==> src/rtl/sata_crc_inserter.sv <==
// SATA frame CRC inserter: forwards data dwords with one clock of latency and
// appends the running CRC-32 (poly 0x04C11DB7, MSB first, no reflection) after each frame.
module sata_crc_inserter #(
  parameter logic [31:0] INIT = 32'h52325032
) (
  input  logic        clk,
  input  logic        reset,
  input  logic [31:0] i_dat,
  input  logic        i_val,
  input  logic        i_eop,
  output logic        i_rdy,
  output logic [31:0] o_dat,
  output logic        o_val,
  output logic        o_eop,
  input  logic        o_rdy,
  output logic        dbg_crc_state
);

  // Handshake: a dword moves across a port on any rising edge where that
  // port's valid and ready are both 1. Valid never depends on ready; once
  // o_val is raised, o_dat/o_eop stay frozen until the transfer happens.

  localparam logic [31:0] POLY = 32'h04C11DB7;

  typedef enum logic {
    ST_DATA = 1'b0,
    ST_CRC  = 1'b1
  } state_t;

  state_t      state;
  state_t      state_n;
  logic [31:0] crc;
  logic [31:0] crc_n;
  logic [31:0] o_dat_n;
  logic        o_val_n;
  logic        o_eop_n;
  logic        slot_free;
  logic        in_xfer;

  // One whole-dword step: ((crc ^ d) * x^32) mod P, shifting MSB first.
  function automatic logic [31:0] crc_step(input logic [31:0] c, input logic [31:0] d);
    logic [31:0] v;
    v = c ^ d;
    for (int b = 0; b < 32; b++) begin
      if (v[31]) v = (v << 1) ^ POLY;
      else       v = v << 1;
    end
    return v;
  endfunction

  always_comb begin
    slot_free = !o_val || o_rdy;
    i_rdy     = (state == ST_DATA) && slot_free;
    in_xfer   = i_val && i_rdy;
  end

  always_comb begin
    state_n = state;
    crc_n   = crc;
    o_dat_n = o_dat;
    o_val_n = o_val;
    o_eop_n = o_eop;
    case (state)
      ST_DATA: begin
        if (in_xfer) begin
          o_dat_n = i_dat;
          o_val_n = 1'b1;
          o_eop_n = 1'b0;
          crc_n   = crc_step(crc, i_dat);
          if (i_eop) state_n = ST_CRC;
        end else if (slot_free) begin
          o_val_n = 1'b0;
          o_eop_n = 1'b0;
        end
      end
      ST_CRC: begin
        // The CRC dword takes the slot as soon as the last data dword leaves it.
        if (slot_free) begin
          o_dat_n = crc;
          o_val_n = 1'b1;
          o_eop_n = 1'b1;
          crc_n   = INIT;
          state_n = ST_DATA;
        end
      end
      default: state_n = ST_DATA;
    endcase
  end

  always_ff @(posedge clk or posedge reset) begin
    if (reset) begin
      state <= ST_DATA;
      crc   <= INIT;
      o_dat <= 32'h0;
      o_val <= 1'b0;
      o_eop <= 1'b0;
    end else begin
      state <= state_n;
      crc   <= crc_n;
      o_dat <= o_dat_n;
      o_val <= o_val_n;
      o_eop <= o_eop_n;
    end
  end

  assign dbg_crc_state = (state == ST_CRC);

endmodule

==> config.mk <==
export PLATFORM = sky130hd
export DESIGN_NAME = sata_crc_inserter
export DESIGN_NICKNAME = d
export VERILOG_FILES = /design/src/rtl/sata_crc_inserter.sv
export SDC_FILE = /design/constraint.sdc
export NUM_CORES = 1
export LEC_CHECK = 0
export ABC_AREA = 1
export BUFFER_PORTS_ARGS = -buffer_cell sky130_fd_sc_hd__clkbuf_2
export CELL_PAD_IN_SITES_DETAIL_PLACEMENT = 1
export CELL_PAD_IN_SITES_GLOBAL_PLACEMENT = 1
export CORE_MARGIN = 5
export CORE_UTILIZATION = 46
export CTS_BUF_LIST = sky130_fd_sc_hd__clkbuf_8 sky130_fd_sc_hd__clkbuf_16
export DETAILED_ROUTE_END_ITERATION = 7
export PLACE_DENSITY_LB_ADDON = 0.08
export SYNTH_ARGS = -nofsm -noshare
export SYNTH_HDL_FRONTEND = slang
export SYNTH_SLANG_ARGS = --single-unit
==> constraint.sdc <==
create_clock -name clk -period 6.27 [get_ports clk]
set_input_delay 0 -clock clk [delete_from_list [all_inputs] [get_ports clk]]
set_output_delay 0 -clock clk [all_outputs]
set_load 0.1 [all_outputs]
# ---- After elaboration in Yosys (flattened, before gate mapping)
# Index checks and enable logic that the tools add are counted.
dict set report classes {
  bitwise 34
  mux 110
  n_eq_ne 3
  reduce_logical 6
}
# cell n
set op_table {}
lappend op_table {{2-to-1 mux 32 bit} 66}
lappend op_table {{2-to-1 mux 27 bit} 32}
lappend op_table {{inverter 14 bit} 32}
lappend op_table {{case mux 32 bit (2 select lines)} 2}
lappend op_table {{bitwise XOR 32 bit} 1}
lappend op_table {{2-to-1 mux 1 bit} 7}
lappend op_table {{case mux 1 bit (2 select lines)} 3}
lappend op_table {{AND reduction 2 bit} 2}
lappend op_table {{!= test 3 bit (second input constant)} 1}
lappend op_table {{logical AND 1 bit} 2}
lappend op_table {{!= test 2 x 1 -> 1 bit (second input constant)} 1}
lappend op_table {{!= test 2 bit (second input constant)} 1}
lappend op_table {{logical NOT 1 bit} 1}
lappend op_table {{logical OR 1 bit} 1}
lappend op_table {{inverter 1 bit} 1}
dict set report totals {
  elab_cells 158
  reg_bits 67
  in_bits 37
}

# ---- Logic depth before layout (Yosys ltp)
dict set report logic_depth {
  ltp_word 130
  ltp_mapped 27
  ltp_nobuf 26
}

# ---- Least setup slack after synthesis
# OpenSTA, ideal clock, no wires.
dict set report synth_path {
  path_kind {reg2reg}
  from {register state, in the netlist dbg_crc_state}
  to {register o_dat[1]}
  path_buffers 3
  slack_ps 2386
  required_time_ps 6188
  path_stages_with_launch 9
  arrival_time_ps 3802
  setup_ps 82
  path_cell_list {dfrtp_1 -> clkbuf_1 -> nor2_1 -> nand2_1 -> o21ai_0 -> clkbuf_1 -> buf_1 -> nor2_1 -> a31oi_1}
}
dict set report synth_between {
  elab_chain_len 5
}
# item line_no
set synth_lines {}
lappend synth_lines {{start: declaration} 30} ;# state_t state;
lappend synth_lines {{start signal: assignment} 98} ;# state <= state_n;
lappend synth_lines {{inverter 1 bit} n/a}
lappend synth_lines {{logical AND 1 bit} 53} ;# i_rdy = (state == ST_DATA) && slot_free;
lappend synth_lines {{via i_rdy} 11} ;# output logic i_rdy,
lappend synth_lines {{logical AND 1 bit} 54} ;# in_xfer = i_val && i_rdy;
lappend synth_lines {{!= test 2 bit (no line)} n/a}
lappend synth_lines {{AND reduction 2 bit (no line)} n/a}
lappend synth_lines {{end signal: assignment} 100} ;# o_dat <= o_dat_n;
lappend synth_lines {{end: declaration} 12} ;# output logic [31:0] o_dat,
# The timed path passes the listed nets, and every way through them passes these cells.
# A chain may end at the register's enable or synchronous reset.

# ---- Worst setup path after layout
dict set report layout_path {
  from {register crc[31]}
  to {register crc[23]}
}
dict set report layout_between {
  elab_chain_len 104
}
# item line_no
set layout_lines {}
lappend layout_lines {{start: declaration} 32} ;# logic [31:0] crc;
lappend layout_lines {{start signal: assignment} 99} ;# crc <= crc_n;
lappend layout_lines {{bitwise XOR 32 bit (*)} 43} ;# v = c ^ d;
lappend layout_lines {{2-to-1 mux 27 bit (*)} 45} ;# if (v[31]) v = (v << 1) ^ POLY;
lappend layout_lines {{2-to-1 mux 32 bit (*)} 65} ;# if (in_xfer) begin
lappend layout_lines {{2-to-1 mux 32 bit (*)} 63} ;# case (state)
lappend layout_lines {{2-to-1 mux 27 bit / inverter 14 bit (equally long branches)} n/a}
lappend layout_lines {{2-to-1 mux 32 bit (*)} 65}
lappend layout_lines {{2-to-1 mux 32 bit (*)} 63}
lappend layout_lines {{2-to-1 mux 27 bit, or another cell as far along} 45}
lappend layout_lines {{(+88 left out)} n/a}
lappend layout_lines {{inverter 14 bit (no line) / 2-to-1 mux 32 bit (equally long branches)} n/a}
lappend layout_lines {{2-to-1 mux 27 bit / 2-to-1 mux 32 bit (equally long branches)} {45, 65}}
lappend layout_lines {{2-to-1 mux 32 bit (*)} 65}
lappend layout_lines {{2-to-1 mux 32 bit (*)} 63}
lappend layout_lines {{inverter 14 bit (no line) / 2-to-1 mux 32 bit (equally long branches)} n/a}
lappend layout_lines {{2-to-1 mux 27 bit (*)} 45}
lappend layout_lines {{2-to-1 mux 32 bit (*)} 65}
lappend layout_lines {{case mux 32 bit (2 select lines) (*)} 63}
# Mark *: on every way between the ends. The rest lies on a longest branch, timed or not. The select of a mux whose other input is x is not followed.

==> flow_metrics.env <==
export IMPL_rows=49
export IMPL_cpMostUsedCell="nand2_1"
export IMPL_critPathArrivalTime_ns=3.93
export IMPL_muxShareOfSynthArea=0
export IMPL_areaGrowthSynthToFinish_pct=14.5
export IMPL_status="finished clean"
export IMPL_start_util=0.467
export IMPL_drt_vias_per_instance=5.63
export IMPL_wire_per_inst_um=20.7
export IMPL_synth_compound_area_share=0.0400
export IMPL_drc=0
export IMPL_layoutNonFillerInstCount=1714
export IMPL_synth_simple_area_share=0.574
export IMPL_cp_required_ns=6.48
export IMPL_rsz0062_at_grt="no"
export IMPL_grt_pass1_wl_um=54300
export IMPL_timing_final_crit_share=0.593
export IMPL_hpwl_um=27100
export IMPL_synth_top_family_by_area="simple AND/OR/NAND/NOR gates"
export IMPL_clock_latency_ns=0.35
export IMPL_root_buffer="clkbuf_16"
export IMPL_synth_edf_count=0
export IMPL_drive_gt1_frac=0.193
export IMPL_die_w_um=145
export IMPL_ys_seq_elements=67
export IMPL_via_count=9643
export IMPL_maxCapViolations=0
export IMPL_grt_pass1_vias=9830
export IMPL_drtIter0Drc=637
export IMPL_cp_end_kind="flop"
export IMPL_tritoncts="built"
export IMPL_dieHeight_um=145
export IMPL_crit_chain="inv_2, nand2_1, nand2_1, nand2_1, nand2_2, nand2_1, nand2_2, inv_2, nand2_2, nand3_1, nand2_1, nand2_1, nand2_1, nand2_1, nand2_1, nand3_1, nand2_2, nand2_2, nand2_2, nand2_1, nand2_2, nand2_1, nand3_1, o21ai_1"
export IMPL_synth_ff_type="dfrtp_1"
export IMPL_grt_ovfl_total=0
export IMPL_ios=73
export IMPL_dr_pass1_iters=5
export IMPL_dpl_cell_area_um2=8920
export IMPL_grt_max_degree=74
export IMPL_h_tree_depth=3
export IMPL_worst_path_largest_cell_delay_ns=0.44
export IMPL_fin_nets=1517
export IMPL_cp_top_family="simple AND/OR/NAND/NOR gates"
export IMPL_async_reset_ff_frac=1.00
export IMPL_clk_pin_slew_ns=0.06
export IMPL_ys_types=36
export IMPL_skew_ns=0.0108
export IMPL_dieArea_um2=21000
export IMPL_crit_type="reg -> reg"
export IMPL_setup_viol=0
export IMPL_worstSetupStartpointType="flop"
export IMPL_final_area_um2=9560
export IMPL_wirelength_um=35500
export IMPL_relSlewSlack=0.339
export IMPL_cts_setup_buffers=0
export IMPL_postRouteAntennaNets=0
export IMPL_postSynthAreaPerCell_um2=6.03
export IMPL_multiInputGateArea_um2=6150
export IMPL_synthAdderAreaFrac=0
export IMPL_syn_nets=1421
export IMPL_track_usage=0.340
export IMPL_ys_seq_area_frac=0.202
export IMPL_antenna_found_initial=1
export IMPL_utilization=0.534
export IMPL_synth_xor_area_share=0.121
export IMPL_critPathSlowestCell="dfrtp_1"
export IMPL_gp_congestion=0.942
export IMPL_clkSinkCount=67
export IMPL_cts_inserted_buffers=9
export IMPL_worstPathMaxFanout=11
export IMPL_fin_crit_ns=3.72
export IMPL_tightestPinTransition_ns=0.990
export IMPL_syn_inst=1384
export IMPL_synth_warnings=0
export IMPL_ff_latch_area_um2=1690
export IMPL_num_antenna_cells=0
export IMPL_timing_fmax_mhz=269
export IMPL_fillCellCount=2547
export IMPL_drv_slew=0
export IMPL_tns_ns=0
export IMPL_min_path_type="in -> reg"
export IMPL_crit_buf_inv=2
export IMPL_port_buffers=72
export IMPL_syn_cell_area_um2=8350
export IMPL_placed_cells=1666
export IMPL_clock_path_buffers=2
export IMPL_hold_violations=0
export IMPL_core_um2=17900
[metal layers]
layer,up-vias,GRT usage,share of wire
li1,4506,-,-
met1,4667,0.421,0.41
met2,365,0.563,0.46
met3,103,0.0631,0.070
met4,2,0.180,0.055
met5,-,0,0.00037
[kinds of logic (layout without fill, tap and decap cells)]
family | after synthesis | in the layout
DFF | 67 | 67
AOI/OAI and AO/OA | 58 | 58
and+or+nand+nor | 1026 | 1026
buffers and inverters | 128 | 229
xor gates and xnor gates | 105 | 105
[path summary, 6_finish.rpt]
| kind | cells past startpoint | startpoint | slack [ns] | end |
|---|---|---|---|---|
| max | 24 | crc[31] | 2.55 | crc[23] |
| max in group asynchronous | 4 | reset | 5.20 | o_dat[6] |
| max reg2reg | 24 | crc[31] | 2.55 | crc[23] |
| min reg2reg | 2 | o_eop | 0.53 | o_eop |
| min | 3 | i_dat[10] | 0.005 | o_dat[10] |
| min in group asynchronous | 4 | reset | 0.47 | o_val |
[final cells by class]
cell class                 instances  share of cell area
clock buffer                       9              0.0236
clock inverter                     7             0.00982
inverter                         104              0.0414
multi-input combinational       1189               0.643
sequential                        67               0.177
tap                              229              0.0300
timing repair buffer             109              0.0751
[metrics by stage]
stage / hold WS [ns] / setup WS (ns)
2_1_floorplan: 0.121 / 2.39
3_3_place_gp: 0.272 / 2.77
3_5_place_dp: 0.279 / 2.67
4_1_cts: 0.00247 / 2.66
5_1_grt: 0.0236 / 2.29
6_report: 0.00503 / 2.55
[registers in the layout (all words and copies together) (netlist names)]
register       cells
crc               32
dbg_crc_state      1
o_dat             32
o_eop              1
o_val              1
[cell usage in the layout, fill, tap and decap left out, drive strengths merged, types with 12 or more instances in the layout]
cell type,instances
xor2,80
dlygate4sd3,32
dfrtp,56
nor2,50
inv,104
a31oi,32
o21ai,15
clkbuf,81
nand2,791
nand3,162
xnor2,25
or2,12
[timing repair]
| action | CTS | global route |
|---|---|---|
| gates resized for setup | 0 | 0 |
| hold buffers | 31 | 1 |
| hold endpoints to repair | 86 | 1 |
[Yosys cell counts, types with 2 or more instances]
library cell | count | area share
nand3_2 | 21 | 0.025
dfrtp_1 | 56 | 0.17
or2_1 | 5 | 0.0037
inv_1 | 87 | 0.039
dfstp_2 | 11 | 0.035
xor2_1 | 73 | 0.077
a21oi_1 | 8 | 0.0048
buf_6 | 4 | 0.0054
nand3b_1 | 7 | 0.0063
nand2_1 | 664 | 0.30
a31oi_1 | 32 | 0.024
buf_2 | 2 | 0.0012
o21ai_1 | 9 | 0.0054
o21ai_0 | 6 | 0.0036
xnor2_1 | 23 | 0.024
xor2_2 | 6 | 0.012
nand2_4 | 36 | 0.049
nand2_8 | 4 | 0.0096
nand2_2 | 87 | 0.065
inv_2 | 15 | 0.0067
or2_2 | 7 | 0.0052
clkbuf_1 | 16 | 0.0072
o22ai_1 | 3 | 0.0022
nor2_1 | 50 | 0.022
nand4_1 | 2 | 0.0015
nand3_1 | 140 | 0.084
[worst min-delay path, stage by stage]
cell      delay, ns
clkbuf_2       0.11
nand2_1        0.11
a31oi_1        0.09
Power is left out: the tool's default activity adds up to more than one toggle a clock period on the data nets, which glitch-free logic cannot reach.
